==> config.mk <==
export PLATFORM = sky130hd
export DESIGN_NAME = button_ctrl
export DESIGN_NICKNAME = d
export VERILOG_FILES = /design/src/rtl/btn_pkg.sv /design/src/rtl/btn_filter.sv /design/src/rtl/button_ctrl.sv
export SDC_FILE = /design/constraint.sdc
export NUM_CORES = 1
export LEC_CHECK = 0
export BUFFER_PORTS_ARGS = -buffer_cell sky130_fd_sc_hd__buf_2
export CORE_MARGIN = 10
export CORE_UTILIZATION = 42
export CTS_CLUSTER_DIAMETER = 200
export DETAILED_ROUTE_END_ITERATION = 7
export HOLD_SLACK_MARGIN = 0.03
export SLEW_MARGIN = 20
export SYNTH_ARGS = -nofsm -noshare
export SYNTH_HDL_FRONTEND = slang
export SYNTH_SLANG_ARGS = --single-unit
export TNS_END_PERCENT = 50
==> constraint.sdc <==
create_clock -name clk -period 4.4 [get_ports clk]
set_input_delay 0.88 -clock clk [delete_from_list [all_inputs] [get_ports clk]]
set_output_delay 0.88 -clock clk [all_outputs]
set_load 0.02 [all_outputs]
==> src/rtl/btn_pkg.sv <==
// Shared definitions for the pushbutton front end: event source encoding,
// index width helper and default timing constants.
package btn_pkg;

    typedef enum logic {
        SRC_PRESS = 1'b0,
        SRC_REL   = 1'b1
    } evt_src_e;

    localparam int unsigned DEF_TICK_DIV     = 100000;
    localparam int unsigned DEF_STABLE_TICKS = 10;

    // Index width for n items, never narrower than one bit.
    function automatic int unsigned idx_width(input int unsigned n);
        return (n <= 1) ? 1 : $clog2(n);
    endfunction

endpackage

==> src/rtl/btn_filter.sv <==
// One-bit pushbutton conditioner: 2-flop synchroniser followed by a
// tick-driven stability counter; rise/fall pulse in the cycle the level flips.
module btn_filter
    import btn_pkg::*;
#(
    parameter int unsigned STABLE_TICKS = DEF_STABLE_TICKS
) (
    input  logic clk,
    input  logic rst_n,
    input  logic tick,
    input  logic raw,
    output logic level,
    output logic rise,
    output logic fall
);

    localparam int unsigned CW = idx_width(STABLE_TICKS);

    logic          r_sync0;
    logic          r_sync1;
    logic          r_level;
    logic [CW-1:0] r_cnt;
    logic          w_diff;
    logic          w_done;

    assign w_diff = r_sync1 ^ r_level;
    assign w_done = tick & w_diff & (r_cnt == CW'(STABLE_TICKS - 1));
    assign rise   = w_done & r_sync1;
    assign fall   = w_done & ~r_sync1;
    assign level  = r_level;

    always_ff @(posedge clk or negedge rst_n) begin
        if (!rst_n) begin
            r_sync0 <= 1'b0;
            r_sync1 <= 1'b0;
            r_level <= 1'b0;
            r_cnt   <= '0;
        end else begin
            r_sync0 <= raw;
            r_sync1 <= r_sync0;
            if (tick) begin
                // Any agreeing tick restarts the run of differing ticks.
                if (!w_diff || w_done) begin
                    r_cnt <= '0;
                end else begin
                    r_cnt <= r_cnt + CW'(1);
                end
                if (w_done) begin
                    r_level <= ~r_level;
                end
            end
        end
    end

endmodule

==> src/rtl/button_ctrl.sv <==
// Pushbutton controller: shared prescaler, N debounce filters, per-button
// pending/overflow tracking and a round-robin event output with valid/ready.
// Define RELEASE_EVT_EN to also report release events.
module button_ctrl
    import btn_pkg::*;
#(
    parameter int unsigned N            = 4,
    parameter int unsigned TICK_DIV     = DEF_TICK_DIV,
    parameter int unsigned STABLE_TICKS = DEF_STABLE_TICKS
) (
    input  logic                    clk,
    input  logic                    rst_n,
    input  logic [N-1:0]            pbi,
    output logic [N-1:0]            pbo,
    output logic                    evt_valid,
    input  logic                    evt_ready,
    output logic [idx_width(N)-1:0] evt_idx,
    output logic                    evt_rel,
    output logic [N-1:0]            ovf,
    input  logic                    ovf_clr
);

    localparam int unsigned IW = idx_width(N);
    localparam int unsigned PW = idx_width(TICK_DIV);
`ifdef RELEASE_EVT_EN
    localparam int unsigned NS = 2 * N;
`else
    localparam int unsigned NS = N;
`endif
    localparam int unsigned SW = idx_width(NS);

    logic [PW-1:0] r_pre;
    logic [NS-1:0] r_pend;
    logic [N-1:0]  r_ovf;
    logic [SW-1:0] r_rr;
    logic          r_evt_valid;
    logic [IW-1:0] r_evt_idx;

    logic          w_tick;
    logic [N-1:0]  w_rise;
    logic [N-1:0]  w_fall;
    logic [NS-1:0] w_set;
    logic [NS-1:0] w_clr;
    logic [N-1:0]  w_ovf_set;
    logic [NS-1:0] w_rot;
    logic          w_found;
    logic [SW-1:0] w_off;
    logic [SW:0]   w_sum;
    logic [SW-1:0] w_win;
    logic [SW-1:0] w_rr_nxt;
    logic          w_load;

    assign w_tick = (r_pre == PW'(TICK_DIV - 1));

    always_ff @(posedge clk or negedge rst_n) begin
        if (!rst_n) begin
            r_pre <= '0;
        end else if (w_tick) begin
            r_pre <= '0;
        end else begin
            r_pre <= r_pre + PW'(1);
        end
    end

    for (genvar i = 0; i < N; i++) begin : g_btn
        btn_filter #(
            .STABLE_TICKS(STABLE_TICKS)
        ) u_filter (
            .clk  (clk),
            .rst_n(rst_n),
            .tick (w_tick),
            .raw  (pbi[i]),
            .level(pbo[i]),
            .rise (w_rise[i]),
            .fall (w_fall[i])
        );
    end

`ifdef RELEASE_EVT_EN
    // Sources interleave as press0, rel0, press1, rel1, ...
    for (genvar i = 0; i < N; i++) begin : g_src
        localparam int unsigned PI = 2 * i + int'(SRC_PRESS);
        localparam int unsigned RI = 2 * i + int'(SRC_REL);
        assign w_set[PI]    = w_rise[i];
        assign w_set[RI]    = w_fall[i];
        assign w_ovf_set[i] = (w_rise[i] & r_pend[PI]) | (w_fall[i] & r_pend[RI]);
    end
`else
    logic w_unused_fall;
    assign w_unused_fall = ^w_fall;
    assign w_set         = w_rise;
    assign w_ovf_set     = w_rise & r_pend;
`endif

    // Round-robin pick: rotate pending so the RR pointer sits at bit 0.
    assign w_rot = NS'({r_pend, r_pend} >> r_rr);

    always_comb begin
        w_found = 1'b0;
        w_off   = '0;
        for (int k = 0; k < int'(NS); k++) begin
            if (!w_found && w_rot[k]) begin
                w_found = 1'b1;
                w_off   = SW'(k);
            end
        end
    end

    assign w_sum    = {1'b0, r_rr} + {1'b0, w_off};
    assign w_win    = (w_sum >= (SW+1)'(NS)) ? SW'(w_sum - (SW+1)'(NS)) : SW'(w_sum);
    assign w_rr_nxt = (w_win == SW'(NS - 1)) ? '0 : w_win + SW'(1);
    assign w_load   = w_found & (~r_evt_valid | evt_ready);
    assign w_clr    = w_load ? (NS'(1) << w_win) : '0;

    // A new set in the same cycle as the grant-clear keeps the bit pending.
    always_ff @(posedge clk or negedge rst_n) begin
        if (!rst_n) begin
            r_pend <= '0;
            r_ovf  <= '0;
        end else begin
            r_pend <= (r_pend & ~w_clr) | w_set;
            r_ovf  <= (ovf_clr ? '0 : r_ovf) | w_ovf_set;
        end
    end

`ifdef RELEASE_EVT_EN
    logic r_evt_rel;

    always_ff @(posedge clk or negedge rst_n) begin
        if (!rst_n) begin
            r_evt_rel <= 1'b0;
        end else if (w_load) begin
            r_evt_rel <= (evt_src_e'(w_win[0]) == SRC_REL);
        end
    end

    assign evt_rel = r_evt_rel;
`else
    assign evt_rel = 1'b0;
`endif

    always_ff @(posedge clk or negedge rst_n) begin
        if (!rst_n) begin
            r_evt_valid <= 1'b0;
            r_evt_idx   <= '0;
            r_rr        <= '0;
        end else if (w_load) begin
            r_evt_valid <= 1'b1;
`ifdef RELEASE_EVT_EN
            r_evt_idx   <= IW'(w_win >> 1);
`else
            r_evt_idx   <= IW'(w_win);
`endif
            r_rr        <= w_rr_nxt;
        end else if (evt_ready) begin
            r_evt_valid <= 1'b0;
        end
    end

    assign evt_valid = r_evt_valid;
    assign evt_idx   = r_evt_idx;
    assign ovf       = r_ovf;

endmodule

==> flow_summary.yaml, run 1 <==
logic_synthesis:
  avgSynthCellArea_sq_um: 10.8
  synth_ff_type: "dfrtp_1"
  ys_warn_count: 0
  synth.top_cell.area_share_pct: 48.8
  ys_seq_elements: 58
  syn-instance-count: 275
  seq_area_frac_synth_pct: 48.8
  yosysUniqueCellTypes: 47
  synth_nets: 297
  synth.area.top_cells: "dfrtp_1, ha_1, o31ai_1"
  synth_top_area_cell: "dfrtp_1"
  synth_edf_count: 0
  ys_async_sr_fraction_pct: 100
  synth_area_sq_um: 2980
floorplan:
  dieArea_sq_um: 10900
  rows: 30
  coreArea_sq_um: 6830
  chipHeight_microns: 104
  fp.dieW_microns: 104
  ios: 20
  initial_core_util_pct: 43.6
clock_network:
  h-tree-depth: 3
  clockBufferDepth: 2
  post_cts_buffers: 0
  cts_num_sinks: 58
  cts_root_buffer: "clkbuf_8"
  ctsHoldBuffers: 0
  cts_tree: "yes"
  clk_pin_slew_ps: 60
  insertion_delay_ps: 340
  post_cts_resized: 0
  numCtsBuffers: 9
finish:
  n_antenna_cell: 0
  fin_cells: 389
  nFillCells: 630
  layout-drive-gt1-share_pct: 17.1
  nets: 310
  syn_to_final_growth_pct: 12.4
timing:
  tns_ps: 0
  slew_violations: 0
  finalHoldViolCount: 0
  finalSetupViolations: 0
  fin_crit_sh_pct: 58.9
  final.min_clock_period_ps: 2590
  grt_setup_unrepaired: "no"
  max_clock_freq_mhz: 386
  maxSlewHeadroom_pct: 50.7
  worst_slew_pin_slew_ps: 739
  clock_skew_ps: 5.89
worst_setup_path:
  cp_top_family: "compound AO/OA/AOI/OAI gates"
  cp-end-kind: "register"
  cp.arrival_ps: 2820
  criticalPathCategory: "reg -> reg"
  worstPathCellList: "nor2b_1, a221o_1, o21ai_0, o221ai_1, ha_1, xor2_1, xor2_1, ha_1, nand2_1, a22o_1"
  slowest_stage: "dfrtp_1"
  critPathBufInv: 0
  critPathRequiredTime_ps: 4630
  path_max_fanout: 11
  cpPeakStageDelay_ps: 480
  worstSetupStartpointType: "register"
route:
  ant_nets: 0
  initialDrtViolationCount: 153
  drc: 0
  wl_mm: 5.78
  vias: 2046
  via_per_inst: 5.26
  wire_per_inst_microns: 14.9
  drt_pass1_iterations: 4
worst_hold_path:
  hp-class: "reg -> reg"
flow_run:
  maxCapViolCount: 0
place:
  routabilityCongestion: 0.784
  port_buffers: 18
  dp_hpwl_mm: 3.81
  dp.cells: 373
pwr:
  total_power_mw: 1.19
  power.leakage_nw: 1.55
  powerDensity_nw_per_um2: 355
  peakVddDrop_v: 0.000155
global_routing:
  grt_pass1_vias: 2081
  globalRouteTotalUtil_pct: 11.2
  grt_max_degree: 59
  antenna_found_initial: 0
  grt-ovfl-total: 0
  grt_pass1_wl_mm: 10.1
status:
  status: "finished, final reports clean"
-- power by group --
part | switching, mW | internal, mW | leakage (nW)
clock | 0.217 | 0.407 | 0.123
sequential | 0.00209 | 0.537 | 0.772
combinational | 0.0183 | 0.00711 | 0.658
total | 0.237 | 0.951 | 1.55
-- final cells by class --
cell class	instances	area, sq um	share of cell area, %
Timing Repair Buffer	19	97.6	2.92
Inverter	9	33.8	1.01
Clock inverter	4	97.6	2.92
Clock buffer	12	155	4.64
Multi-Input combinational cell	191	1390	41.5
Sequential cell	58	1450	43.4
Tap cell	96	120	3.59
-- logic make-up after synthesis --
logic type	Yosys count	synth area share (%)
XOR/XNOR	18	5.30
other	1	0.126
buffers and inverters	26	4.50
AND/OR/NAND/NOR	95	19.0
flip-flops	58	48.8
adder cells (fa/ha/maj)	14	5.89
AO/OA/AOI/OAI	57	14.1
multiplexers	6	2.27
-- synth_stat cells, types with 2 or more instances --
library cell / instances
nand2_1: 16
nand4_1: 3
clkbuf_1: 8
nor3b_1: 8
buf_6: 2
xor2_1: 11
and3b_1: 4
dfrtp_1: 58
o41ai_1: 5
o21bai_1: 2
nand2b_1: 6
buf_2: 2
xnor2_1: 7
or3_1: 2
nor2b_1: 7
nor4_1: 4
a21o_1: 4
ha_1: 14
buf_4: 5
o21ai_0: 12
nor3_1: 9
or2_2: 5
a32o_1: 4
inv_1: 9
nor2_1: 12
and4_1: 4
nand3_1: 7
o31ai_1: 17
a21oi_1: 2
a22o_1: 4
mux2_2: 6
-- per-stage QoR --
step	worst slack, ps	cell area (sq um)	util, %	hold WS (ps)
finish	1810	3350	49.0	349
floorplan	1970	2980	-	331
CTS	1830	3350	49.0	352
global route	1620	3350	49.0	371
detailed placement	1830	3090	45.3	337
global placement	1860	3090	45.3	332
-- final timing paths --
check                                                          from                                     end  slack, ps  cells past startpoint
worst max register to register                  r_rr[0]$_DFFE_PN0P_                     r_pend[3]$_DFF_PN0_       1810                     10
min in group asynchronous                                     rst_n  g_btn[1].u_filter.r_cnt[2]$_DFFE_PN0N_        680                      2
worst min-delay path            g_btn[3].u_filter.r_sync0$_DFF_PN0_     g_btn[3].u_filter.r_sync1$_DFF_PN0_        350                      0
worst min register to register  g_btn[3].u_filter.r_sync0$_DFF_PN0_     g_btn[3].u_filter.r_sync1$_DFF_PN0_        350                      0
worst max-delay path                            r_rr[0]$_DFFE_PN0P_                     r_pend[3]$_DFF_PN0_       1810                     10
max in group asynchronous                                     rst_n                     r_rr[0]$_DFFE_PN0P_       3220                      2
-- metal layers --
metal  up-vias  share of wire, %  routed length [microns]  GRT usage (%)
met5         -                 0                        0              0
li1       1018                 -                        -              -
met1       998                51                     2960           14.6
met4         0              0.88                       51           2.98
met3         6               4.0                      232           4.83
met2        24                44                     2540           16.4
-- cell usage in the layout, fill, tap and decap left out, types with 7 or more instances in the layout --
cell type,n
buf_2,18
clkbuf_8,11
dfrtp_1,58
ha_1,14
inv_1,9
nand2_1,16
nand3_1,7
nor2_1,12
nor2b_1,7
nor3_1,9
nor3b_1,8
o21ai_0,12
o31ai_1,17
xnor2_1,7
xor2_1,11
-- sequential cells by signal, summed over array words and instances, names as in the netlist --
name                    cells
r_pend                      4
g_btn.u_filter.r_sync0      4
g_btn.u_filter.r_cnt       16
evt_valid                   1
evt_idx                     2
r_rr                        2
ovf                         4
g_btn.u_filter.r_sync1      4
r_pre                      17
g_btn.u_filter.level        4
-- worst reg2reg max path, cell delays in order, from the launching register on --
cell and delay, ps:
dfrtp_1 480, nor2b_1 190, a221o_1 340, o21ai_0 70, o221ai_1 140, ha_1 210
xor2_1 310, xor2_1 280, ha_1 210, nand2_1 60, a22o_1 190
Note: power is estimated with default switching activity, not from simulation.
==> run 2: changes to the inputs <==
==> constraint.sdc (replaced) <==
create_clock -name clk -period 2.7 [get_ports clk]
set_input_delay 0.54 -clock clk [delete_from_list [all_inputs] [get_ports clk]]
set_output_delay 0.54 -clock clk [all_outputs]
set_load 0.02 [all_outputs]
==> run 2 against run 1 <==
  * Design area unchanged
  * First-iteration DRC count shrank 45%
  * Register-to-register slack worse by 1500 ps
  * Combinational power up 73%
  * Non-clock buffer count increased by 8
  * Critical endpoint is now r_rr[0]$_DFFE_PN0P_
  * Largest cell class unchanged
  * Highest routed layer unchanged
==> flow_summary.yaml, run 2 (same netlist as run 1, synthesis figures left out) <==
timing:
  setup_ws_ps: 284
  finalHoldViolCount: 0
  slew_violations: 0
  worst_slew_pin_slew_ps: 659
  grt_setup_unrepaired: "no"
  clock_skew_ps: 9.74
  final.min_clock_period_ps: 2420
  fin_crit_sh_pct: 89.5
  finalSetupViolations: 0
  max_clock_freq_mhz: 414
  maxSlewHeadroom_pct: 56.1
  tns_ps: 0
worst_setup_path:
  reg2reg_slack_ps: 280
  cpPeakStageDelay_ps: 530
  criticalPathCategory: "reg -> reg"
  path_max_fanout: 9
  worstSetupStartpointType: "register"
  cp.arrival_ps: 2620
  cp_top_family: "compound AO/OA/AOI/OAI gates"
  worstPathCellList: "nor2_1, a221o_1, o21ai_0, o221ai_1, ha_1, xor2_2, xor2_1, ha_1, o41ai_1"
  critPathRequiredTime_ps: 2910
  slowest_stage: "dfrtp_1"
  critPathBufInv: 0
  crit_top_cell: "ha_1"
  cp-end-kind: "register"
status:
  status: "finished, final reports clean"
global_routing:
  grt-ovfl-total: 0
  grt_pass1_vias: 2136
  globalRouteTotalUtil_pct: 11.6
  grt_max_degree: 38
  antenna_found_initial: 0
  grt_pass1_wl_mm: 10.5
clock_network:
  h-tree-depth: 3
  cts_tree: "yes"
  clk_pin_slew_ps: 70
  cts_num_sinks: 58
  ctsHoldBuffers: 0
  insertion_delay_ps: 330
  post_cts_buffers: 0
  clockBufferDepth: 2
  cts_root_buffer: "clkbuf_8"
  numCtsBuffers: 9
finish:
  layout_common_cells: "dfrtp_1, buf_2, o31ai_1, nand2_1, ha_1"
  reg_top3: "r_pre (17), g_btn.u_filter.r_cnt (16)"
  largest_reg_flops: 17
  final_common_cell: "dfrtp_1"
  postLayoutCoreUtil_pct: 49.0
  largest-register: "r_pre"
  syn_to_final_growth_pct: 12.4
  n_antenna_cell: 0
  nets: 318
  nFillCells: 640
  layout-drive-gt1-share_pct: 19.9
floorplan:
  coreArea_sq_um: 6830
  dieArea_sq_um: 10900
  rows: 30
  chipHeight_microns: 104
  initial_core_util_pct: 43.6
  fp.dieW_microns: 104
  ios: 20
worst_hold_path:
  hp-class: "in -> async"
route:
  initialDrtViolationCount: 84
  wire_per_inst_microns: 14.9
  wl_mm: 5.91
  drc: 0
  via_per_inst: 5.34
  vias: 2119
  drt_pass1_iterations: 4
  ant_nets: 0
place:
  place_ws_ps: 71.9
  dp_hpwl_mm: 4.12
  port_buffers: 18
  routabilityCongestion: 0.783
pwr:
  peakVddDrop_v: 0.000273
  power.leakage_nw: 1.55
  powerDensity_nw_per_um2: 484
flow_run:
  maxCapViolCount: 0
[run 2: repair_timing]
item	in CTS	in global routing
endpoints found under the setup margin	0	3
endpoints found under the hold margin	0	0
resized for setup	0	2
[run 2: worst paths after layout]
path | cells after the start | startpoint | to
setup / recovery | 9 | r_pend[2]$_DFF_PN0_ | r_rr[0]$_DFFE_PN0P_
min in group clk | 1 | pbi[3] | g_btn[3].u_filter.r_sync0$_DFF_PN0_
max in group asynchronous | 2 | rst_n | g_btn[3].u_filter.level$_DFFE_PN0P_
setup reg to reg | 9 | r_pend[2]$_DFF_PN0_ | r_rr[0]$_DFFE_PN0P_
hold / removal | 1 | rst_n | g_btn[1].u_filter.r_sync0$_DFF_PN0_
hold reg to reg | 0 | g_btn[0].u_filter.r_sync0$_DFF_PN0_ | g_btn[0].u_filter.r_sync1$_DFF_PN0_
[run 2: cell type report]
type                    instances  area [sq um]  area share [%]
clock inverters                 5          30.0           0.898
inverters                       9          33.8            1.01
well taps                      96           120            3.59
repair buffers                 27           170            5.09
clock buffers                  11           141            4.23
flip-flops and latches         58          1450            43.4
multi-input cells             191          1400            41.8
[run 2: where the power goes]
group	switching, mW	internal, mW
sequential	0.00342	0.875
combinational	0.0306	0.0136
clock	0.344	0.353
total	0.378	1.24
[run 2: through the flow]
stage	cell area [sq um]	hold WS (ps)	total power [mW]	std cells
detailed placement	3170	336	0.941	381
global placement	3170	333	0.940	381
global route	3350	213	1.70	397
floorplan	2980	244	0.911	275
CTS	3340	190	1.65	397
finish	3350	184	1.62	397
[run 2: worst reg2reg max path: cells and delay by family (launching register included)]
family                   cells  cell delay [ps]
adder cells (fa/ha/maj)      2              440
XOR/XNOR                     2              370
flip-flops                   1              530
AO/OA/AOI/OAI                4              880
AND/OR/NAND/NOR              1               80
[run 2: per-layer routing]
layer | global-route usage [%] | wire length, microns
met2 | 17.0 | 2620
met3 | 4.28 | 264
met4 | 3.58 | 43
met1 | 15.5 | 2980
met5 | 0 | 0
==> run 3: changes to the inputs <==
==> constraint.sdc (replaced) <==
create_clock -name clk -period 2.75 [get_ports clk]
set_input_delay 0.55 -clock clk [delete_from_list [all_inputs] [get_ports clk]]
set_output_delay 0.55 -clock clk [all_outputs]
set_load 0.02 [all_outputs]
==> run 3 against run 2 <==
  * Non-clock buffer count down 1
  * Sequential power shrank 2%
  * Design area grew 0.79%
  * Count of clock-buffer cells in the layout unchanged
  * Die area unchanged
  * First-iteration DRC count grew 30%
  * Utilization increased by 0.38 points
  * Critical path type unchanged
  * Largest cell class unchanged
==> flow_summary.yaml, run 3 (same netlist as run 1, synthesis figures left out) <==
status:
  status: "finished, final reports clean"
timing:
  grt_setup_unrepaired: "no"
  clock_skew_ps: 10.7
  worst_slew_pin_slew_ps: 629
  slew_violations: 0
  finalHoldViolCount: 0
  tns_ps: 0
  final.min_clock_period_ps: 2550
  maxSlewHeadroom_pct: 58.1
  whs_ps: 191
  finalSetupViolations: 0
  max_clock_freq_mhz: 392
  fin_crit_sh_pct: 92.7
worst_setup_path:
  worstSetupStartpointType: "register"
  cp-end-kind: "register"
  slowest_stage: "dfrtp_1"
  critPathRequiredTime_ps: 2980
  cpPeakStageDelay_ps: 480
  criticalPathCategory: "reg -> reg"
  path_max_fanout: 11
  worstPathCellList: "nor2b_1, a221o_1, o21ai_0, o221ai_1, ha_1, xor2_2, xor2_1, ha_1, nand2_1, a22o_1"
  cp.arrival_ps: 2780
  crit_top_cell: "ha_1"
global_routing:
  antenna_found_initial: 0
  grt_max_degree: 26
  grt-ovfl-total: 0
  grt_pass1_vias: 2097
  grt_pass1_wl_mm: 10.6
  globalRouteTotalUtil_pct: 11.8
flow_run:
  maxCapViolCount: 0
place:
  routabilityCongestion: 0.797
  dp_hpwl_mm: 4.07
  port_buffers: 18
pwr:
  power.clock.fraction_pct: 49.2
  p_switching_mw: 0.379
  intPower_mw: 1.40
  p_sw_share_pct: 21.3
  power.leakage_nw: 1.57
  seqPwrFrac_pct: 48.4
  powerDensity_nw_per_um2: 528
  pwr-share-comb_pct: 2.4
  total_power_mw: 1.78
  peakVddDrop_v: 0.000262
floorplan:
  initial_core_util_pct: 43.6
  dieArea_sq_um: 10900
  rows: 30
  coreArea_sq_um: 6830
  fp.dieW_microns: 104
  ios: 20
  chipHeight_microns: 104
clock_network:
  numCtsBuffers: 9
  clockBufferDepth: 2
  h-tree-depth: 3
  ctsHoldBuffers: 0
  cts_num_sinks: 58
  clk_pin_slew_ps: 70
  insertion_delay_ps: 340
  cts_root_buffer: "clkbuf_8"
  cts_tree: "yes"
finish:
  nets: 317
  layout-drive-gt1-share_pct: 19.3
  multi_input_area_sq_um: 1400
  reg_top3: "r_pre (17), g_btn.u_filter.r_cnt (16)"
  layout_common_cells: "dfrtp_1, buf_2, o31ai_1, nand2_1, ha_1"
  final-seq-area_sq_um: 1450
  syn_to_final_growth_pct: 13.3
  nFillCells: 636
  n_antenna_cell: 0
  largest-register: "r_pre"
  final_common_cell: "dfrtp_1"
  largest_reg_flops: 17
route:
  vias: 2094
  drc: 0
  initialDrtViolationCount: 109
  via_per_inst: 5.29
  wl_mm: 5.84
  ant_nets: 0
  drt_pass1_iterations: 4
  wire_per_inst_microns: 14.8
worst_hold_path:
  hp-class: "in -> async"
[run 3: cell types whose count changed in the layout (fill, tap and decap cells not counted)]
| cell | delta |
|---|---|
| dfrtp_2 | -1 |
| buf_12 | -1 |
| clkinv_2 | -1 |
| clkinvlp_4 | -1 |
| bufinv_16 | +2 |
| dfrtp_1 | +1 |
[run 3: worst max-delay path: cells and delay by family, from the launching register on]
kind	cells	cell delay (ps)
AOI/OAI and AO/OA	4	740
xor gates and xnor gates	2	520
DFF	1	480
adders and majority gates	2	450
and+or+nand+nor	2	240
[run 3: final cells by class]
cell class                      instances  share of cell area [%]
Sequential cell                        58                    43.0
Multi-Input combinational cell        191                    41.4
Timing Repair Buffer                   26                    4.45
Clock buffer                           11                    4.19
Tap cell                               96                    3.56
Clock inverter                          5                    2.30
Inverter                                9                    1.00
[run 3: worst paths after layout]
kind                                                           to  cells past startpoint                                 from  slack, ps
hold / removal             g_btn[1].u_filter.r_cnt[2]$_DFFE_PN0N_                      1                                rst_n        190
setup reg to reg                              r_pend[3]$_DFF_PN0_                     10                  r_rr[0]$_DFFE_PN0P_        200
min in group clk              g_btn[0].u_filter.r_sync0$_DFF_PN0_                      1                               pbi[0]        310
max in group asynchronous                     r_pre[11]$_DFF_PN0_                      2                                rst_n       1890
setup / recovery                              r_pend[3]$_DFF_PN0_                     10                  r_rr[0]$_DFFE_PN0P_        200
hold reg to reg               g_btn[3].u_filter.r_sync1$_DFF_PN0_                      0  g_btn[3].u_filter.r_sync0$_DFF_PN0_        350
[run 3: timing repair]
item	4_1_cts	5_1_grt
setup endpoints to repair	0	3
gates resized for setup	0	1
setup buffers	0	0
[run 3: through the flow]
stage	setup WS, ps	util [%]	cell area (sq um)	std cells
finish	200	49.4	3370	396
global route	40.4	49.4	3370	396
CTS	129	49.2	3360	396
detailed placement	157	46.0	3150	380
global placement	240	46.0	3150	380
floorplan	319	-	2980	275
[run 3: routing by layer]
metal | wire length [microns] | track usage (%) | share of wire (%) | vias up
met5 | 0 | 0 | 0 | -
met2 | 2450 | 16.2 | 42 | 32
met4 | 130 | 6.36 | 2.2 | 0
met1 | 3040 | 16.3 | 52 | 1013
li1 | - | - | - | 1036
met3 | 222 | 3.28 | 3.8 | 13
[run 3: power groups by stage]
stage | clock network [mW] | registers, mW | logic (mW)
CTS | 0.895 | 0.862 | 0.0446
floorplan | 0 | 0.878 | 0.0164
finish | 0.877 | 0.862 | 0.0423
global placement | 0 | 0.878 | 0.0434
global route | 0.939 | 0.862 | 0.0501
detailed placement | 0 | 0.878 | 0.0443
